==> config.mk <==
export PLATFORM = sky130hd
export DESIGN_NAME = sample_delay_ram
export DESIGN_NICKNAME = d
export VERILOG_FILES = /design/src/rtl/sample_delay_ram.sv
export SDC_FILE = /design/constraint.sdc
export NUM_CORES = 2
export LEC_CHECK = 0
export BUFFER_PORTS_ARGS = -buffer_cell sky130_fd_sc_hd__buf_4
export CAP_MARGIN = 25
export CORE_UTILIZATION = 48
export CTS_BUF_LIST = sky130_fd_sc_hd__clkbuf_8
export CTS_CLUSTER_DIAMETER = 60
export DETAILED_ROUTE_END_ITERATION = 6
export GPL_TIMING_DRIVEN = 0
export SLEW_MARGIN = 0
export SYNTH_ARGS = -nofsm -noshare
export SYNTH_HDL_FRONTEND = slang
export SYNTH_SLANG_ARGS = --single-unit
==> constraint.sdc <==
create_clock -name clk -period 4.9 [get_ports clk]
set_input_delay 0.49 -clock clk [delete_from_list [all_inputs] [get_ports clk]]
set_output_delay 0.49 -clock clk [all_outputs]
set_load 0.02 [all_outputs]
==> src/rtl/sample_delay_ram.sv <==
// Strobe-counted delay line: a circular sample buffer with a registered,
// offset-addressed read and a fill tracker that flags when dout is a genuine delayed sample.
module sample_delay_ram #(
    parameter int unsigned ADDRESS_WIDTH = 8,
    parameter int unsigned DATA_WIDTH    = 8
) (
    input  logic                     clk,
    input  logic                     rst,
    input  logic                     en,
    input  logic                     clr,
    input  logic [DATA_WIDTH-1:0]    din,
    input  logic [ADDRESS_WIDTH-1:0] offset,
    output logic [DATA_WIDTH-1:0]    dout,
    output logic                     dout_valid,
    output logic [ADDRESS_WIDTH-1:0] wr_addr,
    output logic                     full
);

    localparam int unsigned DEPTH = 2 ** ADDRESS_WIDTH;
    localparam logic [ADDRESS_WIDTH-1:0] FILL_MAX = '1;

    typedef enum logic [1:0] {
        EMPTY,
        FILLING,
        FULL
    } state_t;

    state_t                   state;
    state_t                   state_next;
    logic [ADDRESS_WIDTH-1:0] fill;
    logic [ADDRESS_WIDTH-1:0] fill_next;
    logic [ADDRESS_WIDTH-1:0] rd_addr;
    logic                     strobe;
    logic [DATA_WIDTH-1:0]    ram [DEPTH];

    assign strobe  = en & ~clr;
    assign rd_addr = wr_addr - offset;
    assign full    = (state == FULL);

    // Storage carries no reset; only the pointers and flags restart.
    always_ff @(posedge clk) begin
        if (strobe) begin
            ram[wr_addr] <= din;
        end
    end

    always_comb begin
        fill_next  = fill;
        state_next = state;
        if (clr) begin
            fill_next  = '0;
            state_next = EMPTY;
        end else if (en) begin
            if (fill != FILL_MAX) begin
                fill_next = fill + 1'b1;
            end
            case (state)
                EMPTY:   state_next = (fill_next == FILL_MAX) ? FULL : FILLING;
                FILLING: state_next = (fill_next == FILL_MAX) ? FULL : FILLING;
                FULL:    state_next = FULL;
                default: state_next = EMPTY;
            endcase
        end
    end

    always_ff @(posedge clk or posedge rst) begin
        if (rst) begin
            state      <= EMPTY;
            fill       <= '0;
            wr_addr    <= '0;
            dout       <= '0;
            dout_valid <= 1'b0;
        end else begin
            state <= state_next;
            fill  <= fill_next;
            if (clr) begin
                wr_addr    <= '0;
                dout_valid <= 1'b0;
            end else if (en) begin
                wr_addr    <= wr_addr + 1'b1;
                // Zero delay forwards din; the array slot is only written this edge.
                dout       <= (offset == '0) ? din : ram[rd_addr];
                dout_valid <= (fill >= offset);
            end else begin
                dout_valid <= 1'b0;
            end
        end
    end

endmodule

# Word-level counts from Yosys, hierarchy flattened
# Memory sizes are Yosys's and may differ from the RTL's. A register that Yosys moved wholly into a read port is not among the register bits.
# Index checks and enable logic that the tools add are counted.
# classes
n_bitwise	2
eq_ne	4
reduce_logical	4
add_sub_neg	3
magnitude_cmp	1
mux	15
# op_table
cell	n
8-bit 2-to-1 mux	7
8-bit by 1-bit adder with 8-bit output, second input constant	2
8-bit == test, second input constant	1
8-bit greater-or-equal comparator	1
8-bit inequality test, second input constant	1
8-bit subtractor	1
2-bit 2-to-1 mux	3
1-bit 2-to-1 mux	4
2-bit one-hot mux with 2 select lines	1
2-bit by 1-bit == test with 1-bit output, second input constant	1
2-bit == test, second input constant	1
2-bit logical NOT	1
2-bit AND reduction	1
2-bit nonzero test	1
2-bit OR reduction	1
1-bit AND	1
1-bit inverter	1
# word_totals
mem_bits_rw	2048
in_bits	20
regBits	19
mem_count	1
wordCells	34
out_inout_bits	18
# memory_table
memory	words	word_bits	rd	rd_clocked_by_memory_dff	wr	line_no	rtl
ram	256	8	1	1	1	34	logic [DATA_WIDTH-1:0] ram [DEPTH];

# Logic depth before layout (Yosys ltp)
# logic_depth
word_depth	9
mapped_depth	16
mapped_depth_nobuf	12

# Worst setup path before layout
# Ideal clock, no wire load.
# synth_timing
path_type	flip-flop to flip-flop
startpoint	reg wr_addr[0]
endpoint	reg dout[5] (read register of ram)
path_stages_with_launch	13
path_slack_ns	1.398
setup_time_ns	0.131
required_time_ns	4.769
path_buffers	3
period_less_slack_ns	3.502
arrival_ns	3.370
path_cell_list	dfrtp_1 > inv_1 > ha_1 > fa_1 > buf_2 > buf_4 > clkbuf_1 > mux4_2 > mux4_2 > mux2i_1 > o32ai_1 > nor4_1 > a21oi_1
# synth_via
elab_chain_cells	1
# synth_rtl
element	line_no	rtl
start, declared	15	output logic [ADDRESS_WIDTH-1:0] wr_addr,
start signal, assigned	80	wr_addr <= wr_addr + 1'b1;
8-bit subtractor	37	assign rd_addr = wr_addr - offset;
end, declared	13	output logic [DATA_WIDTH-1:0] dout,
# Every way passes these cells.
# A chain may end at the register's enable or synchronous reset.

# Final worst setup path
# layout_timing
startpoint	reg wr_addr[2]
endpoint	reg dout[2] (read register of ram)
# Same word-level chain as after synthesis.

==> impl_metrics.toml <==
[outcome]
status = "complete, but fails checks"
violations = "DRC, setup timing"

[layout]
final.fill_count = 13200
area_growth_syn_to_layout_pct = 13.1
final_cells = 7098
layout-drive-gt1-share_pct = 25.1
final_nets = 4648
mostFrequentLayoutCells = "2048 x edfxtp_1, 506 x mux4_2, 430 x nand2_1"
utilization_pct = 54.6
layout_commonest_cell = "edfxtp_1"

[drt]
final_antenna_net_count = 0
drt_wl_total_um = 290000
drtIter0Drc = 8092
drc = 3
vias_per_cell = 6.64
first_pass_iters = 7
dr_total_vias = 47100
routedWlPerCell_um = 40.9

[timing]
finalCritPeriodShare_pct = 106
setup_viol_count_final = 6
relSlewSlack_pct = 14.1
worst_pin_slew_ps = 1290
skew_ps = 78.4
post-route-min-period_ps = 5190
hold_viol = 0
setup_ws_ps = -285
setup_tns_ps = -989
fmax_ghz = 0.193
rsz0062_at_grt = "true"
timing.final.max_slew_violations = 0

[die]
io_pins = 38
die-width_um = 415
fp.dieH_um = 415
core_um2 = 169000
initial_core_util_pct = 48.3
die-area_um2 = 172000
placementRows = 151

[hold_path]
worstHoldPathType = "in -> reg"
hp-start = "offset[7]"
hold_depth = 5
hold-path-endpoint = "dout_valid"

[global_routing]
grt_antenna_before_repair = 25
grt_start_max_net_pins = 154
grt_pass1_vias = 44900
grt_pass1_wl_um = 386000
grt_overflow = 0
grt.total_usage_pct = 33.7

[placement]
gp_congestion = 1.00
dpl_worst_slack_ps = -1200
io_buffers = 37
dpl.cell_count = 6457
hpwl_um = 190000

[critical_path]
r2r-end = "dout[2]"
path_class = "reg -> reg"
arrival_ps = 6160
reg2reg_slack_ps = -290
reg2reg_depth = 13
startpoint_type = "register"
reg2reg_from = "wr_addr[2]"
crit_required_ps = 5880
path_max_fanout = 10
cp-end-kind = "register"

[synthesis]
syn_inst = 4161
synth_top_area_share_pct = 75.1
synth_area_um2 = 81900
synth_edf_count = 2048
synth_area_leader_cell = "edfxtp_1"
yosysWarnings = 0
ys_seq_area_share_pct = 75.9
synth_flop_cell = "edfxtp_1"
syn_nets = 4203
ys_ff_latch = 2075
ys_types = 68
synth_area_leaders = "edfxtp_1 75%, mux4_2 14%, nand2_1 2.0%"
synth_area_per_cell_um2 = 19.7
async_flop_share_pct = 1.30

[pwr]
total_power_w = 0.0407
p_leak_nw = 29.9
peakVddDrop_mv = 0.320
powerDensity_nw_per_um2 = 440

[cts]
clock_path_buffers = 4
clk_pin_slew_ps = 60
clk_latency_ps = 1080
cts_buffers = 353
cts_tree = "built"
clock_sinks = 2075
cts_max_level = 5
root_buffer = "clkbuf_8"

[run]
cap_violations = 0
==> kinds of logic (layout without fill, tap and decap cells) <==
kind of cell,after synthesis,in the layout,share of synthesized area (%)
flops,2075,2075,75.9
simple gates,990,990,5.07
mux,576,576,15.0
xor+xnor,26,26,0.328
other cells,0,21,0
fa+ha+maj,22,22,0.345
buf+inv,262,960,1.65
compound gates,210,210,1.69
==> area by class of cell <==
type / count / area (um^2) / area share, %
Inverter: 17 / 63.8 / 0.0689
Sequential cell: 2075 / 62200 / 67.2
Buffer: 242 / 1520 / 1.64
Clock buffer: 366 / 5040 / 5.44
Multi-Input combinational cell: 1824 / 18500 / 20.0
Antenna cell: 21 / 52.6 / 0.0568
Clock inverter: 242 / 1100 / 1.18
Timing Repair Buffer: 93 / 1330 / 1.44
Tap cell: 2218 / 2780 / 3.00
==> metrics by stage <==
step | cell area, um^2 | hold slack [ps]
finish | 92600 | 84.1
global placement | 84900 | 540
floorplan | 81900 | 508
detailed placement | 85900 | 544
global route | 92500 | 84.4
CTS | 92400 | 26.7
==> cells in the mapped netlist, types with 20 or more instances <==
cell type	n
a31oi_1	22
nor2_1	326
nand2_1	430
edfxtp_1	2048
nand4_1	27
mux4_2	506
o21ai_0	25
clkbuf_1	77
buf_1	20
buf_4	47
nand3_1	132
mux2i_1	59
a21oi_1	61
o22ai_1	35
ha_1	21
buf_2	91
dfrtp_1	27
==> sequential cells by signal, summed over array words and instances (netlist names) <==
name        cells
dout_valid      1
fill            8
ram          2048
wr_addr         8
state           2
dout            8
==> power by group <==
group          leakage, nW  internal [W]  switching, W
clock network         3.55       0.00713       0.00703
registers             18.8        0.0195     0.0000388
logic                 7.62       0.00222       0.00478
==> worst max-delay path by stage <==
stage               start      end  cells past startpoint
3_3_place_gp   wr_addr[0]  dout[0]                     14
5_1_grt        wr_addr[0]  dout[4]                     12
6_report       wr_addr[2]  dout[2]                     13
2_1_floorplan  wr_addr[0]  dout[5]                     12
3_5_place_dp   wr_addr[0]  dout[3]                     13
4_1_cts        wr_addr[1]  dout[0]                     15
==> metal layers <==
layer / part of all wire, % / up-vias / global-route usage (%)
met4: 6.1 / 8 / 18.7
met1: 36 / 24800 / 45.1
met3: 13 / 811 / 11.2
met5: 0.022 / - / 0
met2: 44 / 3749 / 48.8
li1: - / 17800 / -
==> worst max-delay path: stages, from the launching register on <==
cell and delay (ps):
dfrtp_1 460, ha_1 310, buf_2 290, nor2_1 140, a21oi_4 190, xor2_1 400, buf_2 610, buf_4 460
clkbuf_1 560, buf_16 230, nand2_1 90, a31oi_1 630, o21ai_1 380, o31ai_1 330
==> repair_timing <==
action,CTS,global route
resized for setup,95,16
hold endpoints to repair,280,0
hold buffers,7,0
setup endpoints to repair,8,8
pin swaps,1,0
buffers inserted,2,0
Note: power is estimated with default switching activity, not from simulation.
